===== config.mk =====
export PLATFORM = sky130hd
export DESIGN_NAME = timer_scheduler
export DESIGN_NICKNAME = d
export VERILOG_FILES = /design/src/rtl/timer_scheduler.sv
export SDC_FILE = /design/constraint.sdc
export NUM_CORES = 1
export LEC_CHECK = 0
export BUFFER_PORTS_ARGS = -buffer_cell sky130_fd_sc_hd__buf_2
export CORE_ASPECT_RATIO = 1.2
export CORE_MARGIN = 4
export CORE_UTILIZATION = 39
export DETAILED_ROUTE_END_ITERATION = 8
export SYNTH_ARGS = -nofsm -noshare
export SYNTH_HDL_FRONTEND = slang
export SYNTH_SLANG_ARGS = --single-unit

===== constraint.sdc =====
create_clock -name clk -period 3 [get_ports clk]
set_input_delay 0.75 -clock clk [delete_from_list [all_inputs] [get_ports clk]]
set_output_delay 0.75 -clock clk [all_outputs]
set_load 0.03 [all_outputs]

===== src/rtl/timer_scheduler.sv =====
// timer_scheduler: one shared interval timer, round-robin granted to NREQ
// requesters; each run lasts (tvalue << mult) - 1 cycles, then a done pulse.
//   clk, reset (async, active-low)
//   req[NREQ], mult[2*NREQ] : request strobes and per-requester 2-bit scale
//   gnt, done, pending      : one-hot grant, one-cycle done, queued requests
//   busy, cf                : timer running / timer free (~busy)
module timer_scheduler #(
  parameter int NREQ   = 4,
  parameter int tvalue = 4
) (
  input  logic              clk,
  input  logic              reset,
  input  logic [NREQ-1:0]   req,
  input  logic [2*NREQ-1:0] mult,
  output logic [NREQ-1:0]   gnt,
  output logic [NREQ-1:0]   done,
  output logic [NREQ-1:0]   pending,
  output logic              busy,
  output logic              cf
);

  localparam int IW = (NREQ > 1) ? $clog2(NREQ) : 1;
  localparam logic [18:0] TV = 19'(tvalue);

  typedef enum logic {IDLE, RUN} state_t;

  state_t          state_q;
  logic [NREQ-1:0] pend_q;
  logic [NREQ-1:0] gnt_q;
  logic [NREQ-1:0] done_q;
  logic            busy_q;
  logic [1:0]      mreg_q [NREQ];
  logic [18:0]     rem_q;
  logic [IW-1:0]   last_q;
  logic [IW-1:0]   win_q;

  logic [1:0]      mult_a [NREQ];
  logic [NREQ-1:0] cap;
  logic [NREQ-1:0] cand;
  logic [NREQ-1:0] win_oh;
  logic [NREQ-1:0] pend_d;
  logic [IW-1:0]   idx_v;
  logic [IW-1:0]   sel;
  logic            found;
  logic            arb;
  logic [1:0]      m_sel;
  logic [18:0]     run_len;

  always_comb begin
    for (int i = 0; i < NREQ; i++) begin
      mult_a[i] = mult[2*i +: 2];
    end
  end

  // A requester already queued or running is deaf to req.
  assign cap  = req & ~pend_q & ~gnt_q;
  assign cand = pend_q | cap;

  // Scan last+1, last+2, ... and keep the first candidate.
  always_comb begin
    found = 1'b0;
    sel   = '0;
    idx_v = '0;
    for (int off = 1; off <= NREQ; off++) begin
      idx_v = IW'((int'(last_q) + off) % NREQ);
      if (!found && cand[idx_v]) begin
        found = 1'b1;
        sel   = idx_v;
      end
    end
  end

  assign arb    = (state_q == IDLE) && found;
  assign win_oh = {{(NREQ-1){1'b0}}, 1'b1} << sel;
  assign pend_d = cand & ~(arb ? win_oh : '0);

  // A same-edge capture has not reached mreg yet.
  assign m_sel   = cap[sel] ? mult_a[sel] : mreg_q[sel];
  assign run_len = (TV << m_sel) - 19'd1;

  always_ff @(posedge clk or negedge reset) begin
    if (!reset) begin
      state_q <= IDLE;
      pend_q  <= '0;
      gnt_q   <= '0;
      done_q  <= '0;
      busy_q  <= 1'b0;
      rem_q   <= '0;
      last_q  <= IW'(NREQ - 1);
      win_q   <= '0;
      for (int i = 0; i < NREQ; i++) begin
        mreg_q[i] <= '0;
      end
    end else begin
      done_q <= '0;
      pend_q <= pend_d;
      for (int i = 0; i < NREQ; i++) begin
        if (cap[i]) begin
          mreg_q[i] <= mult_a[i];
        end
      end
      unique case (state_q)
        IDLE: begin
          if (found) begin
            gnt_q   <= win_oh;
            busy_q  <= 1'b1;
            last_q  <= sel;
            win_q   <= sel;
            rem_q   <= run_len;
            state_q <= RUN;
          end
        end
        RUN: begin
          rem_q <= rem_q - 19'd1;
          if (rem_q == 19'd1) begin
            gnt_q         <= '0;
            busy_q        <= 1'b0;
            done_q[win_q] <= 1'b1;
            state_q       <= IDLE;
          end
        end
      endcase
    end
  end

  assign gnt     = gnt_q;
  assign done    = done_q;
  assign pending = pend_q;
  assign busy    = busy_q;
  assign cf      = ~busy_q;

endmodule


* Yosys cells after proc, flatten, opt, wreduce, memory -nomap -nowiden *
Index checks and enable logic that the tools add are counted.

storage, ports and cells
  flip-flop bits (word level) = 45
  bits of input ports = 14
  output and inout bits = 14
  logic and storage cells = 92

operators by class
  $add $sub $neg = 6
  order comparisons = 8
  eq/ne operators = 3
  shift-type cells = 2
  multiplexer cells = 41
  bitwise gates (word level) = 10
  reduce and logical (&&, ||, !) cells = 10

operators by type and width
  cell                     number
  $pmux W19 S2             1
  $sub A19 B1 Y19 const B  2
  $mux W4                  5
  $eq A19 B1 Y1 const B    1
  $mux W19                 1
  $shl A3 B2 Y19 const A   1
  $lt A2 B3 Y1 const B     6
  $mux W2                  9
  $mux W1                  14
  $and A4 B4 Y4            3
  $not A4 Y4               3
  $bmux W1 S2              5
  $bmux W2 S2              2
  $pmux W4 S2              1
  $logic_and A1 B1 Y1      5
  $add A2 B1 Y2 const B    2
  $add A2 B2 Y2 const B    2
  $or A4 B4 Y4             1
  $pmux W1 S2              2
  $reduce_and A2 Y1        2
  $shl A1 B2 Y4 const A    1
  $ge A3 B3 Y1 const B     1
  $logic_not A1 Y1         3
  $not A2 Y3               1
  5 further kinds          6

* Longest topological paths before layout *
Gate-level depths: netlist of the first run.

  depth in word-level cells = 25
  mapped depth = 14
  depth with buffers taken out = 12

* Worst setup path before layout of the first run *
Ideal clock, no wire load.

  path kind = input to register
  start point = input port req[0]
  end point = register rem_q[3]
  setup time = 83 ps
  data arrival time = 2909 ps
  data required time = 2917 ps
  path slack = 9 ps
  stages on the path = 12
  buffers on the path = 1
  path through = nor2b_1 > nor4_2 > o311ai_4 > buf_2 > mux2i_1 > mux2i_1 > mux2i_2 > or2b_1 > ha_1 > nand2_1 > o21ai_0 > o21ai_0

on the way
  word-level cells in the longest chain between the ends = 24
  elaborated cells on any way between the ends = 40
  those cells by class = add/sub (1); eq/ne (1); shift (1); mux (27); bitwise (4); reduce/logical (6)

RTL lines
  item                                         line  RTL
  from (decl)                                  13    input logic [NREQ-1:0] req,
  $and A4 B4 Y4 (*) (2 in series)              56    assign cap = req & ~pend_q & ~gnt_q;
  $or A4 B4 Y4                                 57    assign cand = pend_q | cap;
  $bmux W1 S2                                  66    if (!found && cand[idx_v]) begin
  $mux W1 (not written as such)                66
  $mux W1                                      66
  $logic_not A1 Y1                             66
  $logic_and A1 B1 Y1                          66
  $mux W1                                      66
  [6 not listed]                               -
  $not A2 Y3 (not written as such)             78    assign m_sel = cap[sel] ? mult_a[sel] : mreg_q[sel];
  $bmux W2 S2                                  78
  $mux W2 (not written as such) (2 in series)  78
  $mux W2                                      78
  $shl A3 B2 Y19                               79    assign run_len = (TV << m_sel) - 19'd1;
  $sub A19 B1 Y19                              79
  $mux W19                                     104   if (found) begin
  $pmux W19 S2                                 102   unique case (state_q)
  to (signal assigned)                         109   rem_q <= run_len;
  to (signal assigned)                         114   rem_q <= rem_q - 19'd1;
  to (decl)                                    33    logic [18:0] rem_q;

Mark *: on every way between the ends. The rest lies on a longest branch, timed or not. The select of a mux whose other input is x is not followed.
A chain may end at the register's enable or synchronous reset.

* Worst setup path in the final report of the first run *
  start point = input port req[1]
  end point = register rem_q[13]

Same word-level chain as after synthesis.

==> results.tsv, run 1 <==
stage	metric	value	unit
synthesis	register area share after synthesis	45.5	%
power	power per cell area	466	nW/um^2
power	P_leak	1.37	nW
synthesis	Syn Std Cell Area	2480	sq um
route	drt total wl	5.42	mm
global_route	first-pass GRT wire length	9.02	mm
clock_tree	Inserted Clock Buffers	5	
power	Total Power	1.40	mW
die	IO Pins	28	
clock_tree	CTS tree	yes	
synthesis	Synth area leader	dfrtp_1	
timing	Final Cycle Share	94.2	%
clock_tree	CTS Sinks	45	
route	total number of vias	1978	
synthesis	syn nets	269	
timing	Slew Limit Headroom	32.5	%
global_route	GRT Util Overall	15.2	%
worst_hold_path	hold crit path type	flip-flop to flip-flop	
timing	Final Hold Vio Count	0	
layout	layout cells sized above 1	27.0	%
die	die height	95.4	um
timing	max-slew violations	0	
status	run status	complete, no violations	
placement	IO buf count	27	
route	Remaining DRCs	0	
synthesis	Cell variety after synth	47	
synthesis	Post-synth top cells	dfrtp_1, nand2_1, nor2_1	
synthesis	Async SR Flop Fraction	100	%
clock_tree	CTS max path bufs	2	
global_route	met2 usage in global routing	27.0	%
route	drt first pass iters	4	
timing	final worst path period need	2.83	ns
die	Total Die Area	7700	sq um
die	starting density of the core	40.7	%
die	Core Region	6090	sq um
worst_setup_path	CP Launch Type	input pin	
clock_tree	clock-pin slew on the worst setup and hold paths	0.09	ns
layout	FF+latch area	1130	sq um
worst_setup_path	Crit path top cell by count	mux2i_1	
synthesis	Post-synth EDFFs	0	
worst_setup_path	CP Cell Sequence	buf_2 -> nor2b_4 -> nor4_2 -> o311ai_4 -> buf_6 -> buf_12 -> mux2i_1 -> mux2i_1 -> mux2i_1 -> nor2_2 -> inv_1 -> ha_1 -> nand2b_1 -> a21oi_1 -> a31oi_1	
clock_tree	cts hold-fix bufs	0	
timing	Max Freq	0.354	GHz
route	drt wl/cell	14.2	um
layout	final core utilization	49.5	%
flow_run	max-cap violations	0	
layout	Nets	317	
timing	setup slack after layout	0.173	ns
worst_setup_path	critical path class	input pin to flip-flop	
placement	dpl ws	-0.171	ns
synthesis	Syn Inst Count	251	
worst_setup_path	Setup crit end kind	flip-flop	
layout	Filler cells	596	
synthesis	count leader, synth	dfrtp_1	
die	DIE WIDTH	80.8	um
global_route	largest net degree at the start of global routing	46	
route	initial DRC count	46	
die	# rows	31	
worst_setup_path	Req. time, crit path	3.18	ns
synthesis	top cells by area, synth	dfrtp_1, mux2i_1, nand2_1	
worst_setup_path	worst endpoint data arrival time	3.00	ns
layout	Multi-input gate area	1290	sq um
placement	post-DP HPWL	4.01	mm
timing	Setup violations, final	0	
layout	Antenna Cells	0	
clock_tree	clk root buf	clkbuf_8	
timing	RSZ-0062 raised after global routing	true	
global_route	Remaining Overflow, GRT	0	
worst_setup_path	CP max stage delay	0.34	ns
global_route	met3 GRT Util	2.55	%
timing	slew of the pin with the lowest slew margin	1.01	ns
global_route	vias in the first global route	1979	
worst_setup_path	delay-heaviest family, CP	simple AND/OR/NAND/NOR gates	
layout	Area Overhead vs Synth	21.4	%
global_route	met1 usage	17.1	%
synthesis	Ys Warns	0	
worst_setup_path	Worst Path Max Fanout	5	
synthesis	Mapped Avg Cell Area	9.88	sq um
global_route	GRT Max-Usage Layer	met2	
synthesis	Synth Flop Type	dfrtp_1	
route	Routed Antenna Nets	0	
power	Worst IR Drop VDD	197	uV
clock_tree	H-tree depth	2	
timing	final clock skew	0.00702	ns
route	post-DR vias/cell	5.18	
synthesis	share of the synthesized area in the top cell type	43.4	%
worst_setup_path	worst path bufs/invs	4	
placement	global placer's final weighted congestion	0.866	
global_route	initial antenna violation count	0	
worst_setup_path	slowest cell on the critical path	nor4_2	
synthesis	FF+latch count, synth	45	
clock_tree	latest clock arrival within the worst-skew pair	0.30	ns
area by class of cell:
cell class,instances,area share [%]
clock buffers,5,2.29
clock inverters,3,2.29
inverters,7,0.872
flip-flops and latches,45,37.5
well taps,82,3.41
repair buffers,50,10.8
multi-input cells,190,42.9
through the flow:
stage | setup TNS [ns] | cells | hold WS [ns] | instance area, sq um
final | 0 | 382 | 0.500 | 3010
after floorplan | 0 | 251 | 0.449 | 2480
after global routing | -0.00758 | 382 | 0.530 | 3010
after detailed placement | -1.40 | 372 | 0.494 | 2830
after global placement | -0.773 | 372 | 0.490 | 2830
after CTS | 0 | 380 | 0.508 | 2970
where the power goes:
group | switching (mW) | internal, mW
sequential | 0.0520 | 0.651
combinational | 0.0704 | 0.0740
clock | 0.221 | 0.335
registers in the layout, indices dropped and copies added (netlist names):
signal   flops
gnt          4
last_q       2
done         4
win_q        2
pending      4
state_q      1
busy         1
rem_q       19
mreg_q       8
layout by cell type, fill, tap and decap left out, types with 9 or more instances in the layout:
cell type   n
a21oi_1    11
buf_2      27
buf_4      21
dfrtp_1    43
mux2i_1    13
nand2_1    33
nor2_1     21
o21ai_0     9
xor2_1     10
logic make-up (layout without fill, tap and decap cells):
group	after synthesis	in the layout	share of synthesized area, %
AOI/OAI and AO/OA	47	47	13.8
xor gates and xnor gates	14	14	4.94
adders and majority gates	4	4	2.02
buffers and inverters	16	65	2.83
DFF	45	45	45.5
muxes	24	24	10.4
and+or+nand+nor	101	101	20.5
worst paths after layout:
kind	from	to	slack, ns	depth (start not counted)
setup reg to reg	gnt[3]$_DFFE_PN0P_	rem_q[13]$_DFFE_PN0P_	0.24	13
hold reg to reg	win_q[1]$_DFFE_PN0P_	done[1]$_DFF_PN0_	0.50	1
min in group asynchronous	reset	gnt[2]$_DFFE_PN0P_	0.61	1
setup / recovery	req[1]	rem_q[13]$_DFFE_PN0P_	0.17	15
hold / removal	win_q[1]$_DFFE_PN0P_	done[1]$_DFF_PN0_	0.50	1
max in group asynchronous	reset	rem_q[11]$_DFFE_PN0P_	1.75	1
metal layers:
metal | up-vias | part of all wire (%)
met5 | - | 0
met4 | 0 | 3.9
met3 | 17 | 3.7
met2 | 40 | 49
met1 | 938 | 43
li1 | 983 | -
repair_timing:
action,in CTS,in global routing
setup endpoints to repair,0,10
setup buffers,0,2
resized for setup,0,7
No activity file was read; power rests on OpenSTA's default activity.
==> run 2, diff against run 1 <==
--- a/config.mk
+++ b/config.mk
@@ -6,10 +6,13 @@
 export NUM_CORES = 1
 export LEC_CHECK = 0
 export BUFFER_PORTS_ARGS = -buffer_cell sky130_fd_sc_hd__buf_2
+export CELL_PAD_IN_SITES_DETAIL_PLACEMENT = 1
+export CELL_PAD_IN_SITES_GLOBAL_PLACEMENT = 1
 export CORE_ASPECT_RATIO = 1.2
 export CORE_MARGIN = 4
 export CORE_UTILIZATION = 39
 export DETAILED_ROUTE_END_ITERATION = 8
+export PLACE_DENSITY_LB_ADDON = 0.1
 export SYNTH_ARGS = -nofsm -noshare
 export SYNTH_HDL_FRONTEND = slang
 export SYNTH_SLANG_ARGS = --single-unit
==> constraint.sdc (replaced) <==
create_clock -name clk -period 3 [get_ports clk]
set_input_delay 0.3 -clock clk [delete_from_list [all_inputs] [get_ports clk]]
set_output_delay 0.3 -clock clk [all_outputs]
set_load 0.02 [all_outputs]
==> results.tsv, run 2 (synthesis gave the netlist of run 1 again) <==
stage	metric	value	unit	change
die	IO Pins	28		unchanged
status	run status	complete, no violations		
worst_setup_path	Setup crit end kind	flip-flop		
clock_tree	Inserted Clock Buffers	5		unchanged
layout	Largest regs	rem_q x19, mreg_q x8		
layout	max reg flops	19		unchanged
layout	Antenna Cells	0		unchanged
worst_setup_path	depth of the worst register-to-register path	11		-2
timing	setup_tns	0	ns	unchanged
timing	slew of the pin with the lowest slew margin	0.611	ns	-0.401 ns
layout	commonest non-fill, non-tap cells in the layout	dfrtp_1, nand2_1, buf_2, nor2_1, mux2i_1		
placement	global placer's final weighted congestion	0.779		-10%
worst_setup_path	slowest cell on the critical path	dfstp_2		
global_route	vias in the first global route	1987		+0.40%
worst_setup_path	RR Endpoint	rem_q[3]$_DFFE_PN0P_		
worst_setup_path	worst endpoint data arrival time	3.05	ns	+0.05 ns
layout	commonest non-fill, non-tap cell in the layout	dfrtp_1		
layout	FF+latch area	1130	sq um	unchanged
worst_setup_path	Crit Reg-Reg Startpoint	last_q[0]$_DFFE_PN1P_		
worst_setup_path	CP max stage delay	0.59	ns	+0.25 ns
global_route	initial antenna violation count	0		unchanged
worst_setup_path	Reg2Reg Setup Slack	0.17	ns	-0.07 ns
timing	Final Hold Vio Count	0		unchanged
die	DIE WIDTH	80.8	um	unchanged
layout	Multi-input gate area	1300	sq um	+0.87%
global_route	largest net degree at the start of global routing	27		-41%
layout	Area Overhead vs Synth	17.2	%	
placement	IO buf count	27		unchanged
route	drt first pass iters	4		unchanged
route	total number of vias	1979		+0.051%
route	drt total wl	6.12	mm	+13%
flow_run	max-cap violations	0		unchanged
timing	Setup violations, final	0		unchanged
global_route	GRT Util Overall	17.3	%	+2.2 points
layout	Filler cells	717		+20%
worst_setup_path	Worst Path Max Fanout	7		+2
global_route	first-pass GRT wire length	10.2	mm	+13%
die	Total Die Area	7700	sq um	unchanged
timing	max-slew violations	0		unchanged
route	Remaining DRCs	0		unchanged
clock_tree	latest clock arrival within the worst-skew pair	0.30	ns	about the same
die	starting density of the core	40.7	%	unchanged
timing	Final Cycle Share	94.5	%	+0.27 points
clock_tree	CTS Sinks	45		unchanged
timing	RSZ-0062 raised after global routing	false		
layout	layout cells sized above 1	24.5	%	-2.5 points
die	# rows	31		unchanged
timing	final clock skew	0.00571	ns	-0.00131 ns
die	Core Region	6090	sq um	unchanged
global_route	Remaining Overflow, GRT	0		unchanged
worst_setup_path	CP Cell Sequence	a21oi_1 -> o311ai_4 -> buf_6 -> mux2i_1 -> mux2i_1 -> mux2i_2 -> or2b_1 -> ha_1 -> nand2_1 -> o21ai_0 -> o21ai_0		
power	Total Power	1.30	mW	-7.4%
timing	Slew Limit Headroom	59.3	%	+27 points
worst_setup_path	CP Launch Type	flip-flop		
timing	setup slack after layout	0.165	ns	-0.00805 ns
clock_tree	H-tree depth	2		unchanged
power	Worst IR Drop VDD	221	uV	+12%
route	initial DRC count	37		-20%
timing	Max Freq	0.353	GHz	-0.28%
route	post-DR vias/cell	5.32		+2.7%
clock_tree	CTS tree	yes		
clock_tree	clock-pin slew on the worst setup and hold paths	0.09	ns	about the same
die	die height	95.4	um	unchanged
layout	Top reg by flops	rem_q		
power	power per cell area	448	nW/um^2	-4.0%
layout	final core utilization	47.7	%	-1.7 points
layout	Nets	307		-3.2%
route	drt wl/cell	16.4	um	+16%
worst_hold_path	hold crit path type	input pin to asynchronous set/reset pin		
clock_tree	CTS max path bufs	2		unchanged
worst_setup_path	critical path class	flip-flop to flip-flop		
worst_setup_path	Req. time, crit path	3.22	ns	+0.04 ns
power	P_leak	1.31	nW	-4.0%
timing	final worst path period need	2.83	ns	+0.00805 ns
clock_tree	clk root buf	clkbuf_8		
placement	post-DP HPWL	4.55	mm	+14%
placement	dpl ws	0.00577	ns	+0.176 ns
route	Routed Antenna Nets	0		unchanged
[run 2: how the worst max path moves through the flow]
stage                                startpoint                   end  slack (ns)  depth (start not counted)
final                     last_q[0]$_DFFE_PN1P_  rem_q[3]$_DFFE_PN0P_        0.17                         11
after global placement       gnt[3]$_DFFE_PN0P_  rem_q[3]$_DFFE_PN0P_        0.11                         11
after floorplan              gnt[3]$_DFFE_PN0P_  rem_q[3]$_DFFE_PN0P_        0.24                         12
after global routing      last_q[0]$_DFFE_PN1P_  rem_q[3]$_DFFE_PN0P_        0.01                         11
after CTS                    gnt[3]$_DFFE_PN0P_  rem_q[9]$_DFFE_PN0P_        0.06                         12
after detailed placement     gnt[3]$_DFFE_PN0P_  rem_q[3]$_DFFE_PN0P_       0.006                         11
[run 2: repair_timing]
| item | in CTS | in global routing |
|---|---|---|
| hold buffers | 0 | 0 |
| buffers inserted | 0 | 2 |
| pin swaps | 0 | 3 |
| gates resized for setup | 1 | 5 |
| endpoints found under the setup margin | 1 | 10 |
[run 2: cell type report]
| class | instances | area share, % |
|---|---|---|
| flip-flops and latches | 45 | 38.8 |
| well taps | 82 | 3.53 |
| multi-input cells | 190 | 44.9 |
| inverters | 7 | 0.904 |
| clock buffers | 6 | 2.50 |
| repair buffers | 40 | 8.14 |
| clock inverters | 2 | 1.21 |
[run 2: worst max-delay path: cells and delay by family, from the launching register on]
| kind | cells | cell delay [ns] |
|---|---|---|
| flops | 1 | 0.59 |
| buf+inv | 1 | 0.20 |
| simple gates | 2 | 0.31 |
| fa+ha+maj | 1 | 0.29 |
| compound gates | 4 | 0.75 |
| mux | 3 | 0.61 |
[run 2: metrics by stage]
| step | cells | instance area, sq um | hold WS, ns |
|---|---|---|---|
| after detailed placement | 362 | 2760 | 0.344 |
| after global placement | 362 | 2760 | 0.338 |
| after global routing | 372 | 2910 | 0.0353 |
| after CTS | 370 | 2870 | 0.0122 |
| after floorplan | 251 | 2480 | 0.00441 |
| final | 372 | 2910 | 0.00150 |
[run 2: layer usage]
metal | routed length [um] | up-vias | part of all wire, % | GRT usage [%]
met3 | 127 | 10 | 2.1 | 2.84
met1 | 2710 | 990 | 44 | 21.8
li1 | - | 957 | - | -
met2 | 3180 | 22 | 52 | 30.0
met5 | 0 | - | 0 | 0
met4 | 92 | 0 | 1.5 | 5.92
[run 2: where the power goes]
group,switching [mW],internal [mW]
clock,0.213,0.248
combinational,0.0687,0.0684
sequential,0.0518,0.651
total,0.334,0.967
